[config.mk]
export PLATFORM = sky130hd
export DESIGN_NAME = instr_sequencer
export DESIGN_NICKNAME = d
export VERILOG_FILES = /design/src/rtl/instr_sequencer.sv
export SDC_FILE = /design/constraint.sdc
export NUM_CORES = 1
export LEC_CHECK = 0
export CAP_MARGIN = 15
export CORE_UTILIZATION = 45
export CTS_CLUSTER_DIAMETER = 200
export DETAILED_ROUTE_END_ITERATION = 10
export PLACE_DENSITY = 0.74
export SYNTH_ARGS = -nofsm -noshare
export SYNTH_HDL_FRONTEND = slang
export SYNTH_SLANG_ARGS = --single-unit
[constraint.sdc]
create_clock -name CLK -period 2.15 [get_ports CLK]
set_input_delay 0.215 -clock CLK [delete_from_list [all_inputs] [get_ports CLK]]
set_output_delay 0.215 -clock CLK [all_outputs]
set_load 0.02 [all_outputs]
[src/rtl/instr_sequencer.sv]
// instr_sequencer: multi-cycle control FSM for the 16-bit core.
// It fetches instructions over a single-port memory handshake and holds
// them on INSTR. It times the execute phase, including the multi-cycle
// multiply. It also runs load/store accesses, register writeback and the
// CARRY update, and owns the PC.
// Every output is driven straight from a flop. Each output flop is loaded
// from the next-state decode, so it changes on the same edge as the state
// register and no input reaches an output combinationally.
// Ports:
//   CLK, nRESET           clock (rising edge), async active-low reset
//   MEM_ADDR/RD/WR        memory request (PC in FETCH, latched address in MEM)
//   MEM_READY, MEM_RDATA  memory acknowledge and read data
//   ALU_ADDR, ALU_COUT    effective address and carry-out, last EXEC cycle
//   INSTR                 instruction register
//   CARRY                 carry flag
//   REG_WE/REG_WSEL/WB_SEL register-file writeback control
//   LD_DATA               load data register
//   HALTED                high in the HALT state
module instr_sequencer #(
  parameter int                   PC_WIDTH   = 16,
  parameter int                   MUL_CYCLES = 2,
  parameter logic [PC_WIDTH-1:0]  RESET_PC   = {PC_WIDTH{1'b0}}
) (
  input  logic                CLK,
  input  logic                nRESET,
  output logic [PC_WIDTH-1:0] MEM_ADDR,
  output logic                MEM_RD,
  output logic                MEM_WR,
  input  logic                MEM_READY,
  input  logic [15:0]         MEM_RDATA,
  input  logic [15:0]         ALU_ADDR,
  input  logic                ALU_COUT,
  output logic [15:0]         INSTR,
  output logic                CARRY,
  output logic                REG_WE,
  output logic [1:0]          REG_WSEL,
  output logic                WB_SEL,
  output logic [15:0]         LD_DATA,
  output logic                HALTED
);

  typedef enum logic [2:0] {
    ST_IDLE   = 3'd0,
    ST_FETCH  = 3'd1,
    ST_DECODE = 3'd2,
    ST_EXEC   = 3'd3,
    ST_MEM    = 3'd4,
    ST_WB     = 3'd5,
    ST_HALT   = 3'd6
  } state_t;

  function automatic logic op_is_alu(input logic [4:0] op);
    return ((op >= 5'b00001) && (op <= 5'b01011)) || (op[4:1] == 4'b0110);
  endfunction

  function automatic logic op_is_mul(input logic [4:0] op);
    return (op == 5'b00111) || (op == 5'b01000);
  endfunction

  state_t              state_r, state_n;
  logic [PC_WIDTH-1:0] pc_r, pc_n;
  logic [PC_WIDTH-1:0] addr_r, addr_n;
  logic [PC_WIDTH-1:0] mem_addr_r, mem_addr_n;
  logic [15:0]         instr_r, instr_n;
  logic [15:0]         ld_data_r, ld_data_n;
  logic [3:0]          cnt_r, cnt_n;
  logic                carry_r, carry_n;
  logic                carry_stage_r, carry_stage_n;
  logic                mem_rd_r, mem_rd_n;
  logic                mem_wr_r, mem_wr_n;
  logic                reg_we_r, reg_we_n;
  logic                wb_sel_r, wb_sel_n;
  logic                halted_r, halted_n;

  logic [4:0] op_s;
  logic       is_alu_s, is_mul_s, is_ldr_s, is_sti_s, is_halt_s, is_nop_s;

  // Opcode classification of the latched instruction.
  always_comb begin
    op_s      = instr_r[15:11];
    is_alu_s  = op_is_alu(op_s);
    is_mul_s  = op_is_mul(op_s);
    is_ldr_s  = (op_s == 5'b11000);
    is_sti_s  = (op_s == 5'b11001);
    is_halt_s = (op_s == 5'b11111);
    is_nop_s  = !(is_alu_s || is_ldr_s || is_sti_s || is_halt_s);
  end

  // Next-state, datapath-register and registered-output decode.
  always_comb begin
    state_n       = state_r;
    pc_n          = pc_r;
    addr_n        = addr_r;
    instr_n       = instr_r;
    ld_data_n     = ld_data_r;
    cnt_n         = cnt_r;
    carry_n       = carry_r;
    carry_stage_n = carry_stage_r;

    case (state_r)
      ST_IDLE: begin
        state_n = ST_FETCH;
      end
      ST_FETCH: begin
        if (MEM_READY) begin
          instr_n = MEM_RDATA;
          state_n = ST_DECODE;
        end else begin
          state_n = ST_FETCH;
        end
      end
      ST_DECODE: begin
        if (is_halt_s) begin
          state_n = ST_HALT;
        end else if (is_nop_s) begin
          state_n = ST_WB;
        end else begin
          state_n = ST_EXEC;
          cnt_n   = is_mul_s ? 4'(MUL_CYCLES) : 4'd1;
        end
      end
      ST_EXEC: begin
        cnt_n = cnt_r - 4'd1;
        if (cnt_r == 4'd1) begin
          // ALU_ADDR and ALU_COUT are only valid in the last EXEC cycle.
          addr_n        = ALU_ADDR[PC_WIDTH-1:0];
          carry_stage_n = ALU_COUT;
          state_n       = (is_ldr_s || is_sti_s) ? ST_MEM : ST_WB;
        end else begin
          state_n = ST_EXEC;
        end
      end
      ST_MEM: begin
        if (MEM_READY) begin
          if (is_ldr_s) begin
            ld_data_n = MEM_RDATA;
          end else begin
            ld_data_n = ld_data_r;
          end
          state_n = ST_WB;
        end else begin
          state_n = ST_MEM;
        end
      end
      ST_WB: begin
        if (is_alu_s) begin
          carry_n = carry_stage_r;
        end else begin
          carry_n = carry_r;
        end
        pc_n    = pc_r + {{(PC_WIDTH-1){1'b0}}, 1'b1};
        state_n = ST_FETCH;
      end
      ST_HALT: begin
        state_n = ST_HALT;
      end
      default: begin
        state_n = ST_IDLE;
      end
    endcase

    // Outputs are a function of the state being entered. Entering MEM or
    // WB always happens with INSTR already stable, so the opcode decode of
    // instr_r is valid here.
    mem_rd_n   = (state_n == ST_FETCH) || ((state_n == ST_MEM) && is_ldr_s);
    mem_wr_n   = (state_n == ST_MEM) && is_sti_s;
    reg_we_n   = (state_n == ST_WB) && (is_alu_s || is_ldr_s);
    wb_sel_n   = (state_n == ST_WB) && is_ldr_s;
    halted_n   = (state_n == ST_HALT);
    mem_addr_n = (state_n == ST_MEM) ? addr_n : pc_n;
  end

  // State, datapath and output registers.
  always_ff @(posedge CLK or negedge nRESET) begin
    if (!nRESET) begin
      state_r       <= ST_IDLE;
      pc_r          <= RESET_PC;
      addr_r        <= {PC_WIDTH{1'b0}};
      mem_addr_r    <= RESET_PC;
      instr_r       <= 16'h0000;
      ld_data_r     <= 16'h0000;
      cnt_r         <= 4'd0;
      carry_r       <= 1'b0;
      carry_stage_r <= 1'b0;
      mem_rd_r      <= 1'b0;
      mem_wr_r      <= 1'b0;
      reg_we_r      <= 1'b0;
      wb_sel_r      <= 1'b0;
      halted_r      <= 1'b0;
    end else begin
      state_r       <= state_n;
      pc_r          <= pc_n;
      addr_r        <= addr_n;
      mem_addr_r    <= mem_addr_n;
      instr_r       <= instr_n;
      ld_data_r     <= ld_data_n;
      cnt_r         <= cnt_n;
      carry_r       <= carry_n;
      carry_stage_r <= carry_stage_n;
      mem_rd_r      <= mem_rd_n;
      mem_wr_r      <= mem_wr_n;
      reg_we_r      <= reg_we_n;
      wb_sel_r      <= wb_sel_n;
      halted_r      <= halted_n;
    end
  end

  assign MEM_ADDR = mem_addr_r;
  assign MEM_RD   = mem_rd_r;
  assign MEM_WR   = mem_wr_r;
  assign INSTR    = instr_r;
  assign CARRY    = carry_r;
  assign REG_WE   = reg_we_r;
  assign REG_WSEL = instr_r[10:9];
  assign WB_SEL   = wb_sel_r;
  assign LD_DATA  = ld_data_r;
  assign HALTED   = halted_r;

endmodule

==> impl_results.md <==
* Tcrit/Tclk final at 97.9%
* Worst Path Arrival at 2.35 ns
* Status: complete, no violations
* Most common cell in the netlist: dfrtp_1
* Peak Freq at 475 MHz
* Post-DP HPWL at 5920 um
* Metal3 WL at 309 um
* Commonest cells post-synth: dfrtp_1, mux2_2, nand2_1, xnor2_1, mux2_4
* Worst Max-Slew Pin Slew at 0.591 ns
* Worst r2r src: INSTR[13]
* Hold Path Class: in -> async
* Syn Nets at 329
* Yosys warnings at 0
* Syn Std Cell Area at 4090 sq um
* Area of the multi-input gates at 1630 sq um
* Vias/cell at 5.15
* Fill count at 684
* First-pass GRT wire length at 13,900 um
* DP Area at 5210 sq um
* Synth Flop Type: dfrtp_1
* Diodes inserted at 0
* Dpl cells at 495
* IO Pins at 92
* Routed len/inst at 16.1 um
* Initial antenna violation count at 0
* FP Rows at 34
* Total wire length at 8280 um
* Worst-path fanout max at 12
* DRC Markers at 0
* Logic gate share of total power at 41.8%
* Startpoint Class: flop
* Die H at 97.4 um
* Sw power at 2380 uW
* DRT met1 WL at 3610 um
* GRT Overall Usage at 18.6%
* Setup Skew at 0.0167 ns
* Final max-slew violation count at 0
* Final #Nets at 439
* RR Endpoint: LD_DATA[13]
* Fin cells at 513
* Syn avg cell area at 14.1 sq um
* Congestion Overflow GR at 0
* Clock share of power at 19.4%
* R2R cell count at 5
* Share of layout cells above drive strength 1 at 31.1%
* Total CTS buffers at 9
* Post-route ant nets at 0
* CTS Root Cell: clkbuf_8
* Area leader, netlist: dfrtp_1
* Max-cap violation count at 0
* Via count at 2,640
* CP endpoint: LD_DATA[13]
* First drt pass iteration count at 4
* Post-route worst setup slack at 0.0443 ns
* Clock slew at reported path FFs at 0.09 ns
* Area grow syn2layout at 34.2%
* PD cells at 1250 nW/um^2
* Reg power frac at 38.9%
* Post-synth EDFFs at 0
* Asr flop ratio synth at 100%
* Internal Dissipation at 4490 uW
* Crit Path Class: reg -> reg
* Peak supply drop at 0.000594 V
* Die footprint at 9480 sq um
* Syn Inst Count at 290
* Starting Density at 46.7%
* R2R Setup Slk at 0.04 ns
* CTS tree: done
* Final Hold Vio Count at 0
* Max clock buf depth at 2
* Netlist cell types at 53
* Worst-Skew Late Latency at 0.37 ns
* Clock sinks at 94
* Seq/Total Area, Yosys at 57.5%
* Top Layer Used: met4
* Fin area at 5490 sq um
* Pleak at 0.00238 uW
* Final setup viols at 0
* Slew HR at 60.6%
* Port buffer count at 91
* Top cell type's share of synthesized area at 57.5%
* Pin count of the biggest net entering global routing at 47
* Crit end category: flop
* GPL Wtd Cong at 0.796
* Switching Share at 34.7%
* Routed wl met2 at 4190 um
* CP Launch Point: INSTR[13]
* #FFs+latches synth at 94
* Final Critical Period at 2.11 ns
* H-tree level count at 3
* Dominant cells by area after synthesis: dfrtp_1, mux2_2, mux2_4
* Number of global-route vias before repair at 2,812
* DP Worst Slack at 0.0625 ns
* Core ar. at 8760 sq um
* CP Data Required Time at 2.40 ns
* RSZ-0062 raised after global routing: true
* Sequential cell area at 2360 sq um
* Die width at 97.4 um
* DR iter-0 viols at 81
-- worst min-delay path by stage --
stage / slack, ns / depth (start not counted) / to / start
6_report: 0.41 / 2 / LD_DATA[0] / nRESET
5_1_grt: 0.45 / 2 / LD_DATA[5] / nRESET
4_1_cts: 0.40 / 2 / LD_DATA[0] / nRESET
3_5_place_dp: 0.26 / 1 / LD_DATA[0] / nRESET
3_3_place_gp: 0.25 / 1 / INSTR[0] / nRESET
2_1_floorplan: -0.08 / 0 / CARRY / nRESET
-- power by group through the flow --
stage | Sequential, uW | Combinational [uW] | Clock [uW]
after floorplan | 2940 | 1510 | 0
after global placement | 2670 | 2790 | 0
after detailed placement | 2700 | 2860 | 0
after CTS | 2670 | 2880 | 1360
after global routing | 2740 | 3080 | 1430
final | 2670 | 2870 | 1330
-- worst max-delay path, cell delays in order (launching register included) --
cell and delay [ns]:
dfrtp_2 0.49, nand4bb_1 0.28, or2_4 0.30, nor4_4 0.37
buf_6 0.21, mux2_2 0.35
-- cells in the final DEF, fill, tap and decap left out, drive strengths merged, types with 2 or more instances in the layout --
cell type,instances
nor2,6
nor4,2
ha,3
a22o,2
xnor2,13
nor4b,2
clkinvlp,2
o22ai,2
nand4bb,2
nand3b,2
nand2b,5
and3,7
xor2,2
mux2,66
buf,21
nor3,5
a21o,2
inv,9
clkdlybuf4s50,90
bufinv,2
clkbuf,10
nand2,16
dfrtp,94
or2,2
nand3,6
o21ai,7
or3,2
a21oi,3
nand4,5
-- per-layer routing --
metal	global-route usage (%)	vias to the layer above
met5	0	-
met4	8.26	0
met3	3.88	13
met2	30.6	62
met1	23.9	1318
li1	-	1247
-- kinds of logic (layout without fill, tap and decap cells) --
family                     after synthesis  in the layout  share of synthesized area [%]
AOI/OAI and AO/OA                       25             25                           5.11
DFF                                     94             94                           57.5
and+or+nand+nor                         66             66                           10.9
xor gates and xnor gates                15             15                           3.21
buffers and inverters                   20            135                           3.09
adders and majority gates                3              3                          0.917
muxes                                   67             67                           19.3
-- timing repair --
item,CTS,global route
resized for setup,0,6
hold buffers,1,0
setup buffers,0,0
endpoints found under the hold margin,44,0
setup endpoints to repair,0,21
-- state kept, by name, indices dropped and copies added, names as in the netlist --
| register | flops |
|---|---|
| INSTR | 16 |
| LD_DATA | 16 |
| MEM_ADDR | 16 |
| addr_r | 16 |
| pc_r | 16 |
| cnt_r | 4 |
| state_r | 3 |
| CARRY | 1 |
| HALTED | 1 |
| MEM_RD | 1 |
| MEM_WR | 1 |
| REG_WE | 1 |
| WB_SEL | 1 |
| carry_stage_r | 1 |
-- area by class of cell --
| class | instances | area share [%] |
|---|---|---|
| Clock buffer | 9 | 2.25 |
| Clock inverter | 7 | 1.89 |
| Inverter | 6 | 0.410 |
| Multi-Input combinational cell | 176 | 29.6 |
| Sequential cell | 94 | 42.9 |
| Tap cell | 108 | 2.46 |
| Timing Repair Buffer | 113 | 20.5 |
-- stage by stage --
step	utilization [%]	power [uW]	hold slack, ns	TNS [ns]
final	62.7	6880	0.406	0
after CTS	62.2	6920	0.397	0
after global routing	62.7	7260	0.452	-0.0645
after detailed placement	59.5	5560	0.263	0
after global placement	59.5	5460	0.254	0
after floorplan	-	4450	-0.0806	-0.0315
No activity file was read; power rests on OpenSTA's default activity.
